==> config.mk <==
export PLATFORM = sky130hd
export DESIGN_NAME = uart_tx_arbiter
export DESIGN_NICKNAME = d
export VERILOG_FILES = /design/src/rtl/uart_pkg.sv /design/src/rtl/rr_priority_select.sv /design/src/rtl/uart_tx_arbiter.sv
export SDC_FILE = /design/constraint.sdc
export NUM_CORES = 1
export LEC_CHECK = 0
export ABC_AREA = 1
export CAP_MARGIN = 20
export CORE_MARGIN = 1
export CORE_UTILIZATION = 26
export CTS_BUF_LIST = sky130_fd_sc_hd__clkbuf_4 sky130_fd_sc_hd__clkbuf_8
export DETAILED_ROUTE_END_ITERATION = 10
export GPL_TIMING_DRIVEN = 0
export MAX_ROUTING_LAYER = met4
export PLACE_DENSITY_LB_ADDON = 0.15
export SYNTH_ARGS = -nofsm -noshare
export SYNTH_HDL_FRONTEND = slang
export SYNTH_SLANG_ARGS = --single-unit
==> constraint.sdc <==
create_clock -name clk210_p -period 2.65 [get_ports clk210_p]
set_input_delay 0.53 -clock clk210_p [delete_from_list [all_inputs] [get_ports clk210_p]]
set_output_delay 0.53 -clock clk210_p [all_outputs]
set_load 0.01 [all_outputs]
==> src/rtl/uart_pkg.sv <==
// Shared UART definitions: arbiter state encodings, byte width, watchdog default
// and a small wrap-around increment helper.
package uart_pkg;

    localparam int          DATA_W_c         = 8;
    localparam logic [31:0] TIMEOUT_CYCLES_c = 32'd2_000_000;

    // 8 bits wide to line up with the existing UART state registers.
    typedef enum logic [7:0] {
        ARB_IDLE_c      = 8'd0,
        ARB_ISSUE_c     = 8'd1,
        ARB_WAIT_DONE_c = 8'd2,
        ARB_RELEASE_c   = 8'd3
    } arb_state_t;

    function automatic int wrap_inc(input int idx, input int n);
        return (idx + 1 >= n) ? 0 : idx + 1;
    endfunction

endpackage

==> src/rtl/rr_priority_select.sv <==
// Round-robin selector: rotate the request vector so rr_ptr is bit 0, take the
// lowest set bit, rotate the result back. Purely combinational.
module rr_priority_select #(
    parameter int NUM_REQ_c = 4,
    parameter int IDX_W_c   = 2
) (
    input  logic [NUM_REQ_c-1:0] req_p,
    input  logic [IDX_W_c-1:0]   rr_ptr_p,
    output logic [NUM_REQ_c-1:0] grant_onehot_p,
    output logic [IDX_W_c-1:0]   grant_idx_p,
    output logic                 valid_p
);

    logic [NUM_REQ_c-1:0] w_rot;
    logic                 w_found;
    int                   w_pos;
    int                   w_src;
    int                   w_sum;

    always_comb begin
        w_rot   = '0;
        w_found = 1'b0;
        w_pos   = 0;
        w_src   = 0;
        w_sum   = 0;
        for (int i = 0; i < NUM_REQ_c; i++) begin
            w_src = i + int'(rr_ptr_p);
            if (w_src >= NUM_REQ_c) w_src = w_src - NUM_REQ_c;
            w_rot[i] = req_p[w_src];
        end
        for (int i = 0; i < NUM_REQ_c; i++) begin
            if (!w_found && w_rot[i]) begin
                w_found = 1'b1;
                w_pos   = i;
            end
        end
        w_sum = w_pos + int'(rr_ptr_p);
        if (w_sum >= NUM_REQ_c) w_sum = w_sum - NUM_REQ_c;
        grant_idx_p    = IDX_W_c'(w_sum);
        grant_onehot_p = w_found ? (NUM_REQ_c'(1) << w_sum) : '0;
        valid_p        = w_found;
    end

endmodule

==> src/rtl/uart_tx_arbiter.sv <==
// Round-robin owner of the shared UART transmitter, one byte per grant.
// Optional watchdog on the transmitter handshake: define UART_TX_ARB_TIMEOUT_EN.
module uart_tx_arbiter #(
    parameter int          NUM_REQ_c        = 4,
    parameter int          DATA_W_c         = uart_pkg::DATA_W_c
`ifdef UART_TX_ARB_TIMEOUT_EN
    ,
    parameter logic [31:0] TIMEOUT_CYCLES_c = uart_pkg::TIMEOUT_CYCLES_c
`endif
) (
    input  logic                          clk210_p,
    input  logic                          reset_n_p,
    input  logic [NUM_REQ_c-1:0]          src_req_p,
    input  logic [NUM_REQ_c*DATA_W_c-1:0] src_data_p,
    output logic [NUM_REQ_c-1:0]          src_ack_p,
    output logic [NUM_REQ_c-1:0]          src_grant_p,
    output logic [DATA_W_c-1:0]           transmit_data_p,
    output logic                          transmit_req_p,
    input  logic                          transmit_done_p,
    output logic                          busy_p,
    output logic                          err_timeout_p,
    output logic [7:0]                    dbg_state_p
);
    import uart_pkg::*;

    localparam int IDX_W_c = $clog2(NUM_REQ_c);

    arb_state_t           r_state;
    arb_state_t           w_next_state;
    logic [IDX_W_c-1:0]   r_rr_ptr;
    logic [IDX_W_c-1:0]   r_owner;
    logic [NUM_REQ_c-1:0] r_grant;
    logic [DATA_W_c-1:0]  r_data;
    logic                 r_ack;
    logic [NUM_REQ_c-1:0] w_win_onehot;
    logic [IDX_W_c-1:0]   w_win_idx;
    logic                 w_any_req;
    logic                 w_timeout;

    rr_priority_select #(
        .NUM_REQ_c (NUM_REQ_c),
        .IDX_W_c   (IDX_W_c)
    ) u_rr_select (
        .req_p          (src_req_p),
        .rr_ptr_p       (r_rr_ptr),
        .grant_onehot_p (w_win_onehot),
        .grant_idx_p    (w_win_idx),
        .valid_p        (w_any_req)
    );

    always_ff @(posedge clk210_p or negedge reset_n_p) begin
        if (!reset_n_p) begin
            r_state  <= ARB_IDLE_c;
            r_rr_ptr <= '0;
            r_owner  <= '0;
            r_grant  <= '0;
            r_data   <= '0;
            r_ack    <= 1'b0;
        end else begin
            r_state <= w_next_state;
            r_ack   <= 1'b0;
            if (r_state == ARB_IDLE_c && w_any_req) begin
                r_owner <= w_win_idx;
                r_grant <= w_win_onehot;
                r_data  <= src_data_p[w_win_idx*DATA_W_c +: DATA_W_c];
            end
            // A watchdog abort still moves the pointer on so a dead byte cannot starve others.
            if (r_state == ARB_WAIT_DONE_c && (transmit_done_p || w_timeout)) begin
                r_rr_ptr <= IDX_W_c'(wrap_inc(int'(r_owner), NUM_REQ_c));
                r_ack    <= !w_timeout;
            end
        end
    end

    always_comb begin
        w_next_state = r_state;
        case (r_state)
            ARB_IDLE_c:      if (w_any_req) w_next_state = ARB_ISSUE_c;
            ARB_ISSUE_c:     w_next_state = ARB_WAIT_DONE_c;
            ARB_WAIT_DONE_c: if (transmit_done_p) w_next_state = ARB_RELEASE_c;
            // Holding here until done falls keeps a stale done from finishing the next byte.
            ARB_RELEASE_c:   if (!transmit_done_p) w_next_state = ARB_IDLE_c;
            default:         w_next_state = ARB_IDLE_c;
        endcase
        if (w_timeout) w_next_state = ARB_IDLE_c;
    end

    always_comb begin
        transmit_req_p  = (r_state == ARB_WAIT_DONE_c);
        busy_p          = (r_state != ARB_IDLE_c);
        src_grant_p     = (r_state != ARB_IDLE_c) ? r_grant : '0;
        src_ack_p       = r_ack ? r_grant : '0;
        transmit_data_p = r_data;
        dbg_state_p     = r_state;
    end

`ifdef UART_TX_ARB_TIMEOUT_EN
    logic [31:0] r_wd_cnt;
    logic        r_err_timeout;

    assign w_timeout = (r_state == ARB_WAIT_DONE_c || r_state == ARB_RELEASE_c) &&
                       (r_wd_cnt == TIMEOUT_CYCLES_c - 32'd1);
    assign err_timeout_p = r_err_timeout;

    always_ff @(posedge clk210_p or negedge reset_n_p) begin
        if (!reset_n_p) begin
            r_wd_cnt      <= '0;
            r_err_timeout <= 1'b0;
        end else begin
            if (w_next_state == ARB_ISSUE_c) begin
                r_wd_cnt <= '0;
            end else if (r_state == ARB_WAIT_DONE_c || r_state == ARB_RELEASE_c) begin
                r_wd_cnt <= r_wd_cnt + 32'd1;
            end
            if (w_timeout) r_err_timeout <= 1'b1;
        end
    end
`else
    assign w_timeout     = 1'b0;
    assign err_timeout_p = 1'b0;
`endif

endmodule
==> results, run 1 <==
- The run finished with clean final reports.
- Once placement completed, the tool counted placed cells totaling between 300 and 400.
- The category of the worst setup path capture point is a register.
- The placement-stage worst setup slack is -0.6753 ns.
- At the pin with the least slew margin, the transition time is 0.8844 ns.
- The critical path data required time is 2.80 ns.
- Detailed routing inserted a total of 1467 vias.
- In the final design database the tool counted 319 nets.
- The number of antenna violations at the first check in global routing was 0.
- STA classifies the critical path startpoint as an input port.
- The number of non-filler instances in the completed layout is around 350.
- The detail route stage leaves a number of antenna-violating nets equal to 0.
- After routing the design area is 2305 um2.
- After detailed routing, the total wire length is 3654 um.
- The critical path data arrival time is 2.61 ns.
- The repair_antennas step left the layout with diodes totalling 0.
- Summed over all cells, the static leakage comes to 1.192 nW.
- The post-route clock skew is 0.007089 ns.
- Detailed placement finished with a half-perimeter wire length of ~2900 um.
- Entering global routing, the biggest net connects 20 pins.
- The worst-skew pair later-pin latency is roughly 0.26 ns.
- The total number of clock tree sinks is 19.
- After floorplanning, the core was sized to cover roughly 5500 um2.
- The post-route netlist has roughly 14% of its cells at a drive strength greater than 1.
- The initialized floorplan defines 27 standard-cell rows.
- The minimum clock period is 2.458 ns.
- Across the run, the number of max-cap violations was 0.
- The post-synthesis cell area is 1501 um2.
- The number of input and output port buffers inserted is 58.
- The overall die height is 77.99 um.
- The peak supply drop is 0.6465 mV.
- Using the TritonRoute via totals, the vias-per-cell ratio works out to 4.240.
- After layout, the worst path uses between 90 and 100% of the clock period.
- The depth of the CTS H-tree is 1.
- Pin placement for this block handled 66 I/O pins.
- The die covers around 6100 um2.
- The TritonCTS clock tree is yes.
- Sequential elements use 31.67% of the synthesized area.
- The hold violation total from the final report is 0.
- The number of warnings reported in the yosys synthesis log is 0.
- The starting density of the core is 27.10%.
- The commonest non-fill, non-tap cell in the layout is sky130_fd_sc_hd__nand2_1.
- The total of endpoints with negative setup slack in the final report is 0.
- Routability-driven placement finished with a final weighted congestion of approximately 0.76.
- The root cell of the clock tree is sky130_fd_sc_hd__clkbuf_8.
- The minimum setup slack in the final design is 0.1925 ns.
- The DRC violation count after routing is 0.
- The max-slew violation total from the final report is 0.
- The area growth from synthesis to layout is 53.50%.
- The setup path with the least slack is of type in2reg.
- The clock transition time at the flip-flop clock pins of the worst setup and hold paths is around 0.080 ns.
- The post-synthesis cell count is just over 200.
- Hold repair after CTS inserted 0 buffers.
- The via count of the first global-routing pass is roughly 1300.
- The synthesized netlist contains 27 unique library cells.
- The number of synthesized register bits is 19.
- In the layout the commonest cells are sky130_fd_sc_hd__nand2_1, sky130_fd_sc_hd__clkdlybuf4s50_1, sky130_fd_sc_hd__nand3_1.
- Before antenna repair, the detailed router went through 4 iterations.
- Setup repair after global routing left no endpoint under its margin.
- The global-route usage over all layers is 12.99%.
- For this run the aggregate overflow at the end of global routing stands at 0.
- The detail-routed net length per standard cell is 10.56 um.
- Counting along the longest clock path gives a buffer depth of 2.
- The path class of the tightest hold or removal check is reg2reg.
- The normalized max-slew margin is 40.86%.
- The top fanout value on the critical path is 10.
- Averaged over all synthesized cells, the footprint is 7.396 um2.
- After detailed placement, the total cell area comes to roughly 2200 um2.
- For this design the ratio of total power to cell area is 1453 nW/um2.
- The initial DRC count is 46.
- The first global-routing pass estimated just over 6000 um of wire.
- The die extent in x is 77.99 um.
- The fmax is ~0.41 GHz.
- Counting the buffers created by CTS gives 3.
[worst max-delay path: stages]
cell and delay (ns):
sky130_fd_sc_hd__clkdlybuf4s50_1 0.47, sky130_fd_sc_hd__inv_1 0.06, sky130_fd_sc_hd__nand2_1 0.08, sky130_fd_sc_hd__nand2_1 0.06, sky130_fd_sc_hd__nand2_1 0.06, sky130_fd_sc_hd__nand2_2 0.09
sky130_fd_sc_hd__a31oi_1 0.19, sky130_fd_sc_hd__nor2_1 0.06, sky130_fd_sc_hd__ha_1 0.21, sky130_fd_sc_hd__xor2_2 0.23, sky130_fd_sc_hd__nand2_4 0.14, sky130_fd_sc_hd__nand2_4 0.11
sky130_fd_sc_hd__buf_6 0.14, sky130_fd_sc_hd__nand2_1 0.06, sky130_fd_sc_hd__nand3_1 0.08, sky130_fd_sc_hd__nand2_1 0.05
[routing by layer]
metal | GRT usage, % | routed length [um] | vias up
met5 | - | 0 | -
met4 | 2.778 | 29 | 0
met3 | 3.176 | 248 | 4
met2 | 20.62 | 1702 | 54
met1 | 16.74 | 1673 | 635
li1 | - | - | 774
[logic make-up after synthesis]
group	Yosys count	share of synthesized area [%]
XOR/XNOR	1	0.5834
adder cells (fa/ha/maj)	5	4.167
flip-flops	19	31.67
AND/OR/NAND/NOR	117	37.00
buffers and inverters	35	11.92
other	1	0.2498
multiplexers	17	11.33
AO/OA/AOI/OAI	8	3.084
[state kept, by name, indices dropped and copies added (netlist names)]
signal and flops:
r_owner 2, r_grant 4, dbg_state_p 2, r_ack 1, transmit_data_p 8, r_rr_ptr 2
[Yosys cell counts (all sizes together)]
cell     n  area share [%]
ha       5             4.2
inv     21             5.4
nand2   85              24
buf     13             6.2
xor2     1            0.58
o21ai    5             1.7
o31ai    1            0.50
mux2i   17              11
nand3   24             8.8
o21bai   1            0.50
nor2     7             3.3
nor2b    1            0.92
dfrtp   19              32
clkbuf   1            0.25
a31oi    1            0.42
conb     1            0.25
[power by group]
| group | total (mW) | switching, mW | internal [mW] |
|---|---|---|---|
| clock network | 0.208 | 0.103 | 0.105 |
| logic | 2.59 | 1.38 | 1.21 |
| registers | 0.550 | 0.110 | 0.440 |
| total | 3.35 | 1.59 | 1.76 |
[through the flow]
| step | hold WS [ns] | util, % | TNS, ns | power [mW] |
|---|---|---|---|---|
| 2_1_floorplan | 0.2344 | - | 0 | 2.252 |
| 3_3_place_gp | 0.4624 | 39.61 | -6.661 | 2.914 |
| 3_5_place_dp | 0.4669 | 39.61 | -7.024 | 2.938 |
| 4_1_cts | 0.4900 | 40.56 | 0 | 3.184 |
| 5_1_grt | 0.5134 | 41.60 | 0 | 3.667 |
| 6_report | 0.4842 | 41.60 | 0 | 3.349 |
[cell type report]
cell class / count / area [um2]
buffer: 14 / 123.9
clock buffer: 3 / 41.29
clock inverter: 1 / 5.005
fill: 613 / 3236
inverter: 21 / 81.33
multi-input combinational: 155 / 884.6
sequential: 19 / 475.5
tap: 72 / 90.09
timing repair buffer: 61 / 603.1
[what timing repair did]
action,4_1_cts,5_1_grt
endpoints found under the setup margin,12,10
buffers inserted,0,3
pin swaps,0,1
gates cloned,0,0
resized for setup,3,8
[path summary, 6_finish.rpt]
kind,from,end,slack (ns),depth (start not counted)
worst max-delay path,src_req_p[1],transmit_data_p[5]$_DFFE_PN0P_,0.19,16
min in group asynchronous,reset_n_p,dbg_state_p[1]$_DFFE_PN0P_,0.77,1
max in group asynchronous,reset_n_p,transmit_data_p[0]$_DFFE_PN0P_,1.33,1
worst min register to register,transmit_data_p[3]$_DFFE_PN0P_,transmit_data_p[3]$_DFFE_PN0P_,0.48,2
worst max register to register,r_rr_ptr[0]$_DFFE_PN0P_,transmit_data_p[5]$_DFFE_PN0P_,0.37,16
worst min-delay path,transmit_data_p[3]$_DFFE_PN0P_,transmit_data_p[3]$_DFFE_PN0P_,0.48,2
(Power assumes the default switching activity.)
==> run 2: changes to the inputs <==
Settings changed: CORE_UTILIZATION 26 to 43, TNS_END_PERCENT set to 30.
==> results, run 2 (synthesis results as in run 1) <==
- The die area was 3732 um2 (was 6082 um2).
- The first-pass iteration count of the detailed router came to 4 (unchanged).
- The area of the multi-input gates is 890.9 um2 (was 884.6 um2).
- The endpoint of the worst register-to-register path is transmit_data_p[2]$_DFFE_PN0P_ (was transmit_data_p[5]$_DFFE_PN0P_).
- The category of the worst setup path capture point is an output port (was register).
- The die extent in x is 61.09 um (was 77.99 um).
- The root cell of the clock tree is sky130_fd_sc_hd__clkbuf_4 (was sky130_fd_sc_hd__clkbuf_8).
- The aggregate global routing overflow is 0 (unchanged).
- Run status: finished, final reports clean (unchanged).
- The max-slew violation total from the final report is 0 (unchanged).
- The launching element type of the critical path is a register (was input port).
- The terminating pin of the worst hold path is transmit_data_p[4]$_DFFE_PN0P_ (was transmit_data_p[3]$_DFFE_PN0P_).
- The startpoint of the lowest-slack hold path is transmit_data_p[4]$_DFFE_PN0P_ (was transmit_data_p[3]$_DFFE_PN0P_).
- The CTS buffer count is 3 (unchanged).
- The class of the most critical hold timing path is reg2reg (unchanged).
- The minimum setup slack in the final design is 0.1732 ns (was 0.1925 ns).
- The placed instance area is 2162 um2 (was 2195 um2).
- The count of inserted antenna diode cells is 0 (unchanged).
- The count of filler cells inserted in the layout is 294 (was 613).
- The total power after layout is 3.072 mW (was 3.349 mW).
- The total number of nets in the final design came to 316 (was 319).
- The final-layout worst hold slack is 0.4915 ns (was 0.4842 ns).
- The global-route usage over all layers was 19.35% (was 12.99%).
- The commonest non-fill, non-tap cell in the layout is sky130_fd_sc_hd__nand2_1 (unchanged).
- The fmax was 0.4037 GHz (was 0.4069 GHz).
- The final cell utilization of the core is 66.52% (was 41.60%).
- The initial DRC count came to 60 (was 46).
- The normalized max-slew margin came to 44.26% (was 40.86%).
- The starting density of the core is 44.99% (was 27.10%).
- The standby leakage power is 1.164 nW (was 1.192 nW).
- The final clock period utilization by the worst path is 93.46% (was 92.74%).
- The worst setup path category was reg2out (was in2reg).
- The relative area change from synthesis to final layout came to 47.83% (was 53.50%).
- The number of rows in the core area is 21 (was 27).
- The number of flip-flops in the largest register is 8 (unchanged).
- The TritonCTS clock tree is yes (unchanged).
- The internal reg-to-reg setup slack came to 0.37 ns (about the same).
- The overall die height is 61.09 um (was 77.99 um).
- Most frequent cells in the layout: sky130_fd_sc_hd__nand2_1, sky130_fd_sc_hd__clkdlybuf4s50_1, sky130_fd_sc_hd__nand3_1 (unchanged).
- The start of the worst register-to-register path is r_rr_ptr[0]$_DFFE_PN0P_ (unchanged).
- The number of antenna-violating nets in the routed design was 0 (unchanged).
- The worst-case clock buffer depth came to 2 (unchanged).
- The wire length after detailed routing came to 3178 um (was 3654 um).
- The depth of the CTS H-tree came to 1 (unchanged).
- The largest net degree at the start of global routing was 20 (unchanged).
- The number of violations of the max-capacitance limit is 0 (unchanged).
- The critical path data required time is 2.12 ns (was 2.80 ns).
- The fraction of final layout cells sized beyond drive strength 1 came to 13.65% (was 14.23%).
- The worst-skew pair later-pin latency came to 0.30 ns (was 0.26 ns).
- The total power density per cell area came to 1384 nW/um2 (was 1453 nW/um2).
- The top fanout value on the critical path is 9 (was 10).
- The total via count in the routed design is 1467 (unchanged).
- The minimum clock period came to 2.477 ns (was 2.458 ns).
- The peak supply drop is 1.047 mV (was 0.6465 mV).
- The detailed placer's ending HPWL is 2619 um (was 2887 um).
- The total of endpoints with negative setup slack in the final report is 0 (unchanged).
- The placer congestion estimate came to 0.8071 (was 0.7578).
- The detail-routed net length per standard cell was 10.03 um (was 10.56 um).
- The number of input and output port buffers inserted is 58 (unchanged).
- The total negative setup slack is 0 ns (unchanged).
- The register cell area after layout is 475.5 um2 (unchanged).
- The depth of the worst register-to-register path is 13 (was 16).
- The total core area was 3337 um2 (was 5540 um2).
- The number of cells after detailed placement is 313 (was 339).
- The number of non-filler instances in the completed layout is 317 (was 346).
- The number of antenna violations at the first check in global routing is 0 (unchanged).
- Unrepaired setup endpoints after global routing: false (unchanged).
- The hold violation total from the final report is 0 (unchanged).
- The detail-routed via count per cell is 4.628 (was 4.240).
- The depth of the worst hold-timing path is 2 (unchanged).
- The total number of clock tree sinks came to 19 (unchanged).
- The post-route clock skew came to 0.002504 ns (was 0.007089 ns).
- The clock transition time at the flip-flop clock pins of the worst setup and hold paths is 0.11 ns (was 0.08 ns).
- The DRC violation count after routing is 0 (unchanged).
- The placement-stage worst setup slack is -0.6467 ns (was -0.6753 ns).
- The first-pass GRT wire length is 5250 um (was 6072 um).
- The number of top-level pins is 66 (unchanged).
- The area of all placed cells without fillers is 2220 um2 (was 2305 um2).
- The critical path data arrival time was 1.95 ns (was 2.61 ns).
- The via count of the first global-routing pass is 1229 (was 1308).
- The worst-margin pin slew was 0.8336 ns (was 0.8844 ns).
-- run 2: timing repair --
| item | in CTS | in global routing |
|---|---|---|
| buffers inserted | 0 | 1 |
| gates cloned | 0 | 0 |
| hold buffers | 0 | 0 |
| resized for setup | 0 | 6 |
| setup endpoints to repair | 12 | 12 |
| pin swaps | 0 | 1 |
-- run 2: area by class of cell --
class / instances / share of cell area [%]
Buffer: 13 / 4.340
Sequential cell: 19 / 21.42
Timing Repair Buffer: 59 / 26.49
Clock buffer: 4 / 1.353
Multi-Input combinational cell: 155 / 40.14
Tap cell: 46 / 2.593
Inverter: 21 / 3.664
-- run 2: worst max path at each step --
stage | startpoint | end | depth (start not counted)
2_1_floorplan | src_req_p[0] | transmit_data_p[1]$_DFFE_PN0P_ | 14
3_3_place_gp | src_req_p[0] | transmit_data_p[1]$_DFFE_PN0P_ | 15
3_5_place_dp | src_req_p[0] | transmit_data_p[1]$_DFFE_PN0P_ | 15
4_1_cts | src_req_p[1] | transmit_data_p[7]$_DFFE_PN0P_ | 14
5_1_grt | src_req_p[1] | transmit_data_p[4]$_DFFE_PN0P_ | 14
6_report | dbg_state_p[0]$_DFFE_PN0P_ | busy_p | 5
-- run 2: power breakdown --
group / internal (mW) / switching, mW
Clock: 0.0689 / 0.0900
Combinational: 1.06 / 1.30
Sequential: 0.439 / 0.107
Total: 1.57 / 1.50
-- run 2: metal layers --
metal	track usage (%)	part of all wire [%]	vias to the layer above
met3	6.723	7.3	2
li1	-	-	761
met1	23.77	45	654
met5	-	0	-
met2	31.52	47	50
met4	2.597	0.53	0
-- run 2: critical path, stage by stage (launching register included) --
cell,delay [ns]
sky130_fd_sc_hd__dfrtp_1,0.43
sky130_fd_sc_hd__inv_1,0.09
sky130_fd_sc_hd__ha_1,0.14
sky130_fd_sc_hd__clkbuf_1,0.32
sky130_fd_sc_hd__inv_1,0.16
sky130_fd_sc_hd__clkdlybuf4s50_1,0.51
==> run 3: changes to the inputs <==
Settings changed: PLACE_DENSITY set to 0.82, PLACE_DENSITY_LB_ADDON 0.15 to unset.
==> results, run 3 (synthesis results as in run 1) <==
- Run status: finished, final reports clean (unchanged).
- The number of input and output port buffers inserted is 58 (unchanged).
- The final clock period utilization by the worst path was 93.83% (was 93.46%).
- The placement-stage worst setup slack is -0.6669 ns (was -0.6467 ns).
- The final-layout worst hold slack is 0.5023 ns (was 0.4915 ns).
- The normalized max-slew margin is 44.08% (was 44.26%).
- The critical path data required time was 2.85 ns (was 2.12 ns).
- The clock transition time at the flip-flop clock pins of the worst setup and hold paths is 0.12 ns (was 0.11 ns).
- The top routing layer in use is met4 (unchanged).
- The launching element type of the critical path is an input port (was register).
- The initial DRC count came to 41 (was 60).
- The fmax was 0.4022 GHz (was 0.4037 GHz).
- Most frequent cells in the layout: sky130_fd_sc_hd__nand2_1, sky130_fd_sc_hd__clkdlybuf4s50_1, sky130_fd_sc_hd__nand3_1 (unchanged).
- The detail-routed via count per cell is 4.731 (was 4.628).
- The aggregate global routing overflow is 0 (unchanged).
- The total number of nets in the final design is 315 (was 316).
- The DRC violation count after routing was 0 (unchanged).
- The detailed placer's ending HPWL is 2646 um (was 2619 um).
- The largest net degree at the start of global routing is 20 (unchanged).
- The number of flip-flops in the largest register is 8 (unchanged).
- The first-pass GRT wire length is 5395 um (was 5250 um).
- The first-pass iteration count of the detailed router is 4 (unchanged).
- The number of hold-repair buffers added at the cts stage is 0 (unchanged).
- The class of the most critical hold timing path is reg2reg (unchanged).
- The worst-margin pin slew is 0.8362 ns (was 0.8336 ns).
- The count of inserted antenna diode cells is 0 (unchanged).
- The global-route usage over all layers is 20.27% (was 19.35%).
- The number of top-level pins was 66 (unchanged).
- The number of rows in the core area came to 21 (unchanged).
- The total via count in the routed design is 1495 (was 1467).
- The minimum clock period is 2.487 ns (was 2.477 ns).
- The via count of the first global-routing pass is 1338 (was 1229).
- The depth of the CTS H-tree is 1 (unchanged).
- The post-route clock skew came to 0.006918 ns (was 0.002504 ns).
- The top fanout value on the critical path is 10 (was 9).
- The die area is 3732 um2 (unchanged).
- The number of non-filler instances in the completed layout came to 316 (was 317).
- The total core area is 3337 um2 (unchanged).
- The starting density of the core is 44.99% (unchanged).
- The fraction of final layout cells sized beyond drive strength 1 came to 12.59% (was 13.65%).
- The placed instance area was 2162 um2 (unchanged).
- The max-slew violation total from the final report came to 0 (unchanged).
- The number of antenna violations at the first check in global routing came to 0 (unchanged).
- The minimum setup slack in the final design is 0.1634 ns (was 0.1732 ns).
- The total of endpoints with negative setup slack in the final report was 0 (unchanged).
- The critical path data arrival time is 2.69 ns (was 1.95 ns).
- The placer congestion estimate is 0.8589 (was 0.8071).
- The overall die height is 61.09 um (unchanged).
- The TritonCTS clock tree was yes (unchanged).
- The worst-skew pair later-pin latency is 0.30 ns (about the same).
- The worst-case clock buffer depth is 2 (unchanged).
- The routed length on met1 was 1431 um (was 1429 um).
- The hold violation total from the final report is 0 (unchanged).
- The final cell utilization of the core was 65.80% (was 66.52%).
- The amount of wire on met2 after detailed routing is 1683 um (was 1500 um).
- The peak supply drop was 0.8082 mV (was 1.047 mV).
- The met3 layer wire length in the routed design is 187 um (was 232 um).
- The wire length after detailed routing is 3340 um (was 3178 um).
- The relative area change from synthesis to final layout was 46.25% (was 47.83%).
- The number of cells after detailed placement is 313 (unchanged).
- The category of the worst setup path capture point is a register (was output port).
- The root cell of the clock tree is sky130_fd_sc_hd__clkbuf_4 (unchanged).
- The total power density per cell area is 1380 nW/um2 (was 1384 nW/um2).
- The total number of clock tree sinks was 19 (unchanged).
- The CTS buffer count was 3 (unchanged).
- Unrepaired setup endpoints after global routing: false (unchanged).
- The standby leakage power is 1.157 nW (was 1.164 nW).
- The die extent in x was 61.09 um (unchanged).
- The worst setup path category was in2reg (was reg2out).
- The area of all placed cells without fillers is 2196 um2 (was 2220 um2).
- The commonest non-fill, non-tap cell in the layout is sky130_fd_sc_hd__nand2_1 (unchanged).
- The detail-routed net length per standard cell is 10.57 um (was 10.03 um).
- The number of violations of the max-capacitance limit was 0 (unchanged).
- The number of antenna-violating nets in the routed design came to 0 (unchanged).
- The count of filler cells inserted in the layout is 316 (was 294).
## run 3: changes by cell type in the layout (fill, tap and decap cells not counted)
cell                       delta
sky130_fd_sc_hd__a31oi_2      -1
sky130_fd_sc_hd__nand2_4      -1
sky130_fd_sc_hd__nand2_1      +1
sky130_fd_sc_hd__a31oi_1      +1
sky130_fd_sc_hd__buf_4        -1
sky130_fd_sc_hd__clkinv_2     +1
sky130_fd_sc_hd__clkbuf_4     -1
## run 3: path summary, 6_finish.rpt
path                                           startpoint                              to  slack [ns]  depth (start not counted)
max reg2reg                       r_rr_ptr[0]$_DFFE_PN0P_  transmit_data_p[4]$_DFFE_PN0P_        0.27                         17
max in group asynchronous                       reset_n_p      dbg_state_p[0]$_DFFE_PN0P_        1.44                          1
max                                          src_req_p[0]  transmit_data_p[4]$_DFFE_PN0P_        0.16                         17
min in group asynchronous                       reset_n_p  transmit_data_p[7]$_DFFE_PN0P_        0.69                          1
min                        transmit_data_p[0]$_DFFE_PN0P_  transmit_data_p[0]$_DFFE_PN0P_        0.50                          2
min reg2reg                transmit_data_p[0]$_DFFE_PN0P_  transmit_data_p[0]$_DFFE_PN0P_        0.50                          2
## run 3: per-layer routing
layer	track usage, %	up-vias
met5	-	-
met4	8.117	0
met2	34.78	52
li1	-	760
met1	23.12	678
met3	3.992	5
## run 3: layout make-up
type	instances	area [um2]	area share, %
multi-input combinational	155	877.1	39.94
timing repair buffer	58	580.6	26.44
sequential	19	475.5	21.65
buffer	13	96.34	4.387
inverter	21	81.33	3.704
tap	46	57.56	2.621
clock buffer	3	22.52	1.026
clock inverter	1	5.005	0.2279
## run 3: critical path: stages
cell                              delay, ns
sky130_fd_sc_hd__clkdlybuf4s50_1       0.47
sky130_fd_sc_hd__inv_1                 0.06
sky130_fd_sc_hd__nand2_1               0.08
sky130_fd_sc_hd__nand2_1               0.05
sky130_fd_sc_hd__nand2_1               0.05
sky130_fd_sc_hd__nand2_1               0.12
sky130_fd_sc_hd__a31oi_1               0.17
sky130_fd_sc_hd__nor2_1                0.08
sky130_fd_sc_hd__ha_1                  0.21
sky130_fd_sc_hd__xor2_2                0.18
sky130_fd_sc_hd__inv_2                 0.08
sky130_fd_sc_hd__nand3_4               0.14
sky130_fd_sc_hd__nand2_2               0.13
sky130_fd_sc_hd__buf_6                 0.14
sky130_fd_sc_hd__nand2_1               0.05
sky130_fd_sc_hd__nand3_1               0.07
sky130_fd_sc_hd__nand2_1               0.07
## run 3: through the flow
| stage | TNS (ns) | power, mW |
|---|---|---|
| after floorplan | 0 | 2.252 |
| after global placement | -5.957 | 2.844 |
| after detailed placement | -6.978 | 2.900 |
| after CTS | 0 | 3.095 |
| after global routing | 0 | 3.333 |
| final | 0 | 3.031 |
## run 3: report_power, final
group / switching [mW] / total, mW / internal [mW]
combinational: 1.30 / 2.34 / 1.03
clock: 0.0951 / 0.151 / 0.0563
sequential: 0.104 / 0.543 / 0.439
## run 3: repair_timing
item	4_1_cts	5_1_grt
gates resized for setup	3	1
buffers inserted	0	0
setup endpoints to repair	12	7
pin swaps	0	0
